### config.mk
export PLATFORM = sky130hd
export DESIGN_NAME = distance_meter_renderer
export DESIGN_NICKNAME = d
export VERILOG_FILES = /design/src/rtl/distance_meter_renderer.sv
export SDC_FILE = /design/constraint.sdc
export NUM_CORES = 1
export LEC_CHECK = 0
export CAP_MARGIN = 40
export CORE_AREA = 8 8 123 91
export CTS_BUF_LIST = sky130_fd_sc_hd__clkbuf_2
export DETAILED_ROUTE_END_ITERATION = 7
export DIE_AREA = 0 0 131 99
export MAX_ROUTING_LAYER = met4
export PLACE_DENSITY_LB_ADDON = 0.3
export SLEW_MARGIN = 25
export SYNTH_ARGS = -nofsm -noshare
export SYNTH_HDL_FRONTEND = slang
export SYNTH_SLANG_ARGS = --single-unit
### constraint.sdc
create_clock -name clk -period 5.08 [get_ports clk]
set_clock_uncertainty 0.2 [all_clocks]
set_input_delay 0.762 -clock clk [delete_from_list [all_inputs] [get_ports clk]]
set_output_delay 0.762 -clock clk [all_outputs]
set_load 0.05 [all_outputs]
### src/rtl/distance_meter_renderer.sv
// Walks the distance meter's high-score and current-score characters for one frame
// and issues one sprite-blit request per visible glyph over a valid/ready handshake.
module distance_meter_renderer #(
  parameter int MAX_DISTANCE_UNITS   = 5,
  parameter int HIGH_SCORE_OFFSET    = 3,
  parameter int MAX_HIGH_SCORE_UNITS = MAX_DISTANCE_UNITS + HIGH_SCORE_OFFSET,
  parameter int WIDTH                = 10,
  parameter int HEIGHT               = 13,
  parameter int DEST_WIDTH           = 11,
  parameter int X                    = 1148,
  parameter int HIGH_SCORE_X         = 948,
  parameter int Y                    = 20,
  parameter int TEXT_X               = 1294,
  parameter int TEXT_Y               = 2
) (
  input  logic                                  clk,
  input  logic                                  rst_n,
  input  logic                                  start,
  input  logic [MAX_DISTANCE_UNITS-1:0][3:0]    digits,
  input  logic [MAX_HIGH_SCORE_UNITS-1:0][3:0]  high_score,
  input  logic                                  paint,
  output logic                                  busy,
  output logic                                  done,
  output logic                                  blit_valid,
  input  logic                                  blit_ready,
  output logic [10:0]                           blit_src_x,
  output logic [9:0]                            blit_src_y,
  output logic [10:0]                           blit_dst_x,
  output logic [9:0]                            blit_dst_y
);

  localparam int IDX_W = (MAX_HIGH_SCORE_UNITS > 1) ? $clog2(MAX_HIGH_SCORE_UNITS) : 1;
  localparam logic [IDX_W-1:0] HS_LAST  = IDX_W'(MAX_HIGH_SCORE_UNITS - 1);
  localparam logic [IDX_W-1:0] CUR_LAST = IDX_W'(MAX_DISTANCE_UNITS - 1);
  localparam logic [3:0] CODE_BLANK = 4'd12;

  // Every glyph and screen coordinate must fit the 11-bit x / 10-bit y fields.
  if (HEIGHT < 1 || TEXT_X + 15 * WIDTH * 2 > 2047 || TEXT_Y > 1023 || Y > 1023 ||
      X + (MAX_DISTANCE_UNITS - 1) * DEST_WIDTH * 2 > 2047 ||
      HIGH_SCORE_X + (MAX_HIGH_SCORE_UNITS - 1) * DEST_WIDTH * 2 > 2047) begin : g_param_check
    $error("distance_meter_renderer: coordinates overflow blit field widths");
  end

  typedef enum logic [1:0] {S_IDLE, S_HS, S_CUR, S_DONE} state_t;

  state_t                                state, nxt_state;
  logic [IDX_W-1:0]                      idx, nxt_idx;
  logic [3:0]                            nxt_code;
  logic                                  load;
  logic                                  hs_show_in;
  logic                                  advance;
  logic [MAX_DISTANCE_UNITS-1:0][3:0]    snap_digits;
  logic [MAX_HIGH_SCORE_UNITS-1:0][3:0]  snap_hs;
  logic                                  snap_paint;

  function automatic logic [10:0] src_x_of(input logic [3:0] code);
    return 11'(TEXT_X + int'(code) * WIDTH * 2);
  endfunction

  function automatic logic [10:0] dst_x_of(input logic hs, input logic [IDX_W-1:0] slot);
    return 11'((hs ? HIGH_SCORE_X : X) + int'(slot) * DEST_WIDTH * 2);
  endfunction

  always_comb begin
    hs_show_in = 1'b0;
    for (int k = HIGH_SCORE_OFFSET; k < MAX_HIGH_SCORE_UNITS; k++)
      if (high_score[k] != 4'd0) hs_show_in = 1'b1;
  end

  // A slot with no request (blank code) drops through in one cycle.
  assign advance = !blit_valid || blit_ready;

  // Next-slot selection: IDLE reads the live inputs so slot 0 is ready one cycle after start.
  always_comb begin
    nxt_state = state;
    nxt_idx   = idx;
    nxt_code  = 4'd0;
    load      = 1'b0;
    case (state)
      S_IDLE: begin
        if (start) begin
          load    = 1'b1;
          nxt_idx = '0;
          if (hs_show_in) begin
            nxt_state = S_HS;
            nxt_code  = high_score[0];
          end else if (paint) begin
            nxt_state = S_CUR;
            nxt_code  = digits[0];
          end else begin
            nxt_state = S_DONE;
          end
        end
      end
      S_HS: begin
        if (advance) begin
          load = 1'b1;
          if (idx == HS_LAST) begin
            nxt_idx = '0;
            if (snap_paint) begin
              nxt_state = S_CUR;
              nxt_code  = snap_digits[0];
            end else begin
              nxt_state = S_DONE;
            end
          end else begin
            nxt_idx  = idx + 1'b1;
            nxt_code = snap_hs[nxt_idx];
          end
        end
      end
      S_CUR: begin
        if (advance) begin
          load = 1'b1;
          if (idx == CUR_LAST) begin
            nxt_idx   = '0;
            nxt_state = S_DONE;
          end else begin
            nxt_idx  = idx + 1'b1;
            nxt_code = snap_digits[nxt_idx];
          end
        end
      end
      default: begin
        load      = 1'b1;
        nxt_state = S_IDLE;
      end
    endcase
  end

  always_ff @(posedge clk or negedge rst_n) begin
    if (!rst_n) begin
      state       <= S_IDLE;
      idx         <= '0;
      busy        <= 1'b0;
      done        <= 1'b0;
      blit_valid  <= 1'b0;
      blit_src_x  <= '0;
      blit_src_y  <= '0;
      blit_dst_x  <= '0;
      blit_dst_y  <= '0;
      snap_digits <= '0;
      snap_hs     <= '0;
      snap_paint  <= 1'b0;
    end else begin
      if (state == S_IDLE && start) begin
        snap_digits <= digits;
        snap_hs     <= high_score;
        snap_paint  <= paint;
      end
      // Request fields only change on a slot transition, so they hold under backpressure.
      if (load) begin
        state      <= nxt_state;
        idx        <= nxt_idx;
        busy       <= (nxt_state != S_IDLE);
        done       <= (nxt_state == S_DONE);
        blit_valid <= 1'b0;
        if ((nxt_state == S_HS || nxt_state == S_CUR) && nxt_code < CODE_BLANK) begin
          blit_valid <= 1'b1;
          blit_src_x <= src_x_of(nxt_code);
          blit_src_y <= 10'(TEXT_Y);
          blit_dst_x <= dst_x_of(nxt_state == S_HS, nxt_idx);
          blit_dst_y <= 10'(Y);
        end
      end
    end
  end

endmodule

# Word-level counts from Yosys, hierarchy flattened
# Index checks and enable logic that the tools add are counted.
# classes
addsub	3
mul	2
magnitude_cmp	2
n_eq_ne	7
muxes	38
n_reduce_logical	14
# op_table
cell	n
$mux W4	10
$bmux W4 S3	2
$reduce_bool A4 Y1	5
$mux W3	5
$mux W2	6
$pmux W4 S3	1
$add A11 B8 Y11	1
$add A11 B9 Y11 const A	1
$mux W11	1
$mux W1	10
$pmux W3 S3	1
$mul A3 B4 Y7 const B	1
$mul A4 B3 Y7 const B	1
$eq A2 B2 Y1 const B	3
$eq A3 B3 Y1 const B	2
$pmux W2 S3	1
$eq A2 B1 Y1 const B	2
$lt A3 B4 Y1 const B	1
$lt A4 B4 Y1 const B	1
$add A3 B1 Y3 const B	1
$logic_and A1 B1 Y1	2
$logic_not A2 Y1	1
$logic_or A1 B1 Y1	2
$pmux W1 S2	1
4 further kinds	4
# word_totals
register_bits	85
input_bits	57
out_inout_bits	45
wordCells	89

# Longest topological paths before layout
# depth
depth_word	13
ltp_mapped	20
mapped_depth_nobuf	17

# Worst setup path before layout
# Ideal clock, no wire load.
# synth_timing
path_kind	reg-to-reg
from	reg idx[0]
to	reg blit_src_x[9]
setup_ns	0.121
arrival_time_ns	3.989
required_time_ns	4.759
path_slack_ns	0.770
path_stages_with_launch	16
n_path_buf	2
period_less_slack_ns	4.310
path_cell_list	dfrtp_1 -> buf_6 -> buf_8 -> inv_1 -> ha_1 -> mux4_2 -> a221oi_2 -> a21oi_2 -> or2_2 -> ha_1 -> ha_1 -> fa_1 -> or3_1 -> o211ai_1 -> nor3b_1 -> o22a_1
# synth_via
elab_chain_cells	9
elab_cells_between_ends	25
cone_classes	add/sub: 2; mul: 1; order compare: 1; eq/ne: 4; mux: 14; reduce/logical: 3
# synth_rtl
element	line	source
from (decl)	47	logic [IDX_W-1:0] idx, nxt_idx;
from (signal assigned)	154	idx <= nxt_idx;
parallel branches: the longest is 9 deep, another holds $add A11 B9 Y11	--	
to (signal assigned)	160	blit_src_x <= src_x_of(nxt_code);
to (decl)	26	output logic [10:0] blit_src_x,
# Parallel ways; which one is timed is not known. The select of a mux whose other input is x is not followed.
# A chain may end at the register's enable or synchronous reset.

# Worst setup path in the final report
# layout_timing
from	reg idx[0]
to	reg blit_src_x[8]
# Same word-level chain as after synthesis.

==> metrics.md <==
| Metric | Value |
|---|---|
| Largest net degree at the start of global routing | 54 |
| Setup crit end kind | register |
| Reg2reg path depth | 17 |
| Total number of vias | approximately 3300 |
| Post-synthesis mux area share | 23.6% |
| Unrepaired setup endpoints after global routing | false |
| Final setup viols | 0 |
| IO Pins | 102 |
| Clock latency on the worst-skew pair | between 0.5 and 0.6 ns |
| Cell variety after synth | 55 |
| Status | finished clean |
| Total die area | 13000 um2 |
| Synth area leader | dfrtp_1 |
| CP Cell Sequence | ha_1, ha_1, nor2b_1, a22oi_1, or2_0, a31oi_1, nor2_1, nor2_1, ha_1, ha_1, fa_1, nand3_1, nor2_1, mux2i_1, o2bb2ai_1, o21ai_0, mux2i_1 |
| Mapped Area | 4790 um2 |
| CTS clk-pin slew, worst paths | 0.20 ns |
| Lkg Pwr | about 2.6 nW |
| Post-synthesis adder-cell area fraction | 7.78% |
| # clock sinks | 80 |
| XOR/XNOR Fraction of Synth Area | 2.01% |
| Core area | 9350 um2 |
| DR vias/cell | 5.40 |
| Most used cell, CP | ha_1 |
| GPL Wtd Cong | 0.908 |
| Area added between synthesis and finish | 20.4% |
| Drt wl/cell | around 18 um |
| CP max stage delay | 0.61 ns |
| Die span in x | approximately 130 um |
| HP Class | register to register |
| Fin util | 61.8% |
| Routed wire length | 10900 um |
| Worst Path Arrival | between 4 and 5 ns |
| Seq/Total Area, Yosys | 41.8% |
| Worst slew pin tran | 0.767 ns |
| Antenna violations before repair | 0 |
| Post-CTS resize count | 0 |
| Primary FF master, synth | dfrtp_1 |
| Ys async rst share | 100% |
| Yosys warns | 0 |
| Total congestion overflow | 0 |
| Port buffer count | between 80 and 90 |
| Num CTS Buffers | 9 |
| Main combinational cell family by area after synthesis | multiplexers |
| Worst Setup Path Type | register to register |
| Relative slew slack | 48.8% |
| Setup bufs post-CTS | 0 |
| Post-Synth Simple-Gate Area | 8.51% |
| Top-area cell type share of the netlist area | between 40% and 50% |
| Cts hold-fix bufs | 1 |
| Final hold viol count | 0 |
| FF+latch count, synth | 80 |
| Share of cells above drive strength 1 | 24.0% |
| Starting Density | between 50 and 60% |
| Setup TNS | 0 ns |
| Non-filler instance count after layout | 619 |
| Setup crit start kind | register |
| WHS Path Cells | 1 |
| Routed Antenna Nets | 0 |
| Peak VDD IR | 0.000322 V |
| Htree depth | 3 |
| Synth area leaders | dfrtp_1, mux2_2, ha_1, mux4_2, buf_4 |
| DRT Pass-1 Iters | 5 |
| CTS tree | done |
| Max-cap violations | 0 |
| Mapped Cells | 401 |
| Placed Cells | 603 |
| Die H | about 99 um |
| N_diodes | 0 |
| Power per cell area | slightly below 800 nW/um2 |
| Row cnt | 30 |
| Nets | 572 |
| Global-route wire length before repair | roughly 18000 um |
| DP HPWL | 8710 um |
| Root buffer cell | clkbuf_2 |
| EDFF count, synth | 0 |
| Synth Area per Inst | 12.0 um2 |
| Worst Path Required | 5.33 ns |
| Vias in the first global route | 3457 |
| Synth Area in Compound Gates | 9.08% |
| GR Util All Layers | 18.3% |
| Period utilization | approximately nine tenths |
| CP max FO | 8 |
| DRC violation count after routing | 0 |
| Minimum clock period | 4.61 ns |
| Fmax | 217 MHz |
| Max clock buf depth | 2 |
| Fin. max-slew vios | 0 |
| Initial detailed-routing violation count | 153 |
| Slowest stage cell on the critical path | nor2b_1 |
layer usage:
| layer | up-vias | global-route usage (%) | part of all wire [%] | wire length (um) |
|---|---|---|---|---|
| met4 | 0 | 4.22 | 0.85 | 93 |
| met3 | 9 | 5.56 | 7.4 | 813 |
| met2 | 120 | 26.5 | 44 | 4760 |
| met5 | - | - | 0 | 0 |
| met1 | 1645 | 24.7 | 48 | 5260 |
| li1 | 1571 | - | - | - |
cell type report:
| class | instances | area, um2 |
|---|---|---|
| Clock buffer | 10 | 50.0 |
| Clock inverter | 5 | 48.8 |
| Sequential cell | 80 | 2000 |
| Fill cell | 770 | 3570 |
| Inverter | 19 | 71.3 |
| Multi-Input combinational cell | 284 | 2520 |
| Tap cell | 128 | 160 |
| Timing Repair Buffer | 93 | 923 |
critical path: cells and delay by family, from the launching register on:
kind	cells	cell delay (ns)
adder cells (fa/ha/maj)	5	1.32
multiplexers	2	0.28
flip-flops	1	0.50
AO/OA/AOI/OAI	4	0.76
AND/OR/NAND/NOR	6	1.48
metrics by stage:
stage | cell area [um2] | power [W] | setup slack, ns | hold WS (ns)
finish | 5770 | 0.00456 | 0.469 | 0.330
global route | 5770 | 0.00492 | 0.0823 | 0.351
CTS | 5770 | 0.00459 | 0.474 | 0.332
detailed placement | 5660 | 0.00426 | 0.0935 | 0.292
global placement | 5640 | 0.00416 | 0.246 | 0.282
floorplan | 4860 | 0.00358 | 0.770 | 0.266
power by group:
part / switching (W) / internal (W) / total [W] / leakage [nW]
clock network: 0.000209 / 0.000109 / 0.000318 / 0.0690
registers: 0.000194 / 0.000965 / 0.00116 / 0.938
logic: 0.00158 / 0.00150 / 0.00308 / 1.56
total: 0.00199 / 0.00257 / 0.00456 / 2.57
sequential cells by signal, summed over array words and instances (netlist names):
register     flops
blit_valid       1
state            2
blit_dst_x      10
blit_src_x       9
idx              3
snap_digits     20
snap_paint       1
done             1
busy             1
snap_hs         32
cells in the final DEF, fill, tap and decap left out, types with 2 or more instances in the layout:
cell             instances
a211oi_1                 2
a211oi_2                 2
a21o_1                   8
a21oi_1                 13
a22o_1                   2
a22oi_1                  6
a31oi_1                  2
and2_1                   3
and2_4                   2
and3_1                   5
buf_4                   10
clkbuf_2                10
clkdlybuf4s50_1         81
clkinv_2                 3
conb_1                  19
dfrtp_1                 80
fa_1                     3
ha_1                    25
inv_1                   19
mux2_2                  57
mux2_4                  12
mux2i_1                  6
mux4_2                  11
nand2_1                 20
nand2b_1                 2
nand3_1                  7
nand4_1                  2
nor2_1                  13
nor2b_1                  6
nor3_1                   4
nor4_1                   5
o21ai_0                 14
or2_2                    3
xnor2_1                  7
xor2_1                   4
kinds of logic after synthesis:
| group | count (synthesis) |
|---|---|
| AOI/OAI and AO/OA | 61 |
| xor gates and xnor gates | 11 |
| adders and majority gates | 28 |
| buffers and inverters | 55 |
| DFF | 80 |
| muxes | 86 |
| other | 1 |
| and+or+nand+nor | 79 |
path summary, 6_finish.rpt:
kind,from,to,slack (ns)
worst min register to register,snap_digits[7],snap_digits[7],0.33
max in group asynchronous,rst_n,blit_dst_x[8],3.59
min in group asynchronous,rst_n,idx[2],0.49
worst min-delay path,snap_digits[7],snap_digits[7],0.33
worst max-delay path,idx[0],blit_src_x[8],0.47
worst max register to register,idx[0],blit_src_x[8],0.47
Yosys cell counts (8+ instances only):
| cell type | count |
|---|---|
| dfrtp_1 | 80 |
| mux2_2 | 57 |
| ha_1 | 25 |
| buf_4 | 24 |
| nand2_1 | 21 |
| inv_1 | 19 |
| o21ai_0 | 14 |
| a21oi_1 | 13 |
| nor2_1 | 13 |
| mux2_4 | 12 |
| mux4_2 | 11 |
| a21o_1 | 8 |
(Power assumes the default switching activity.)
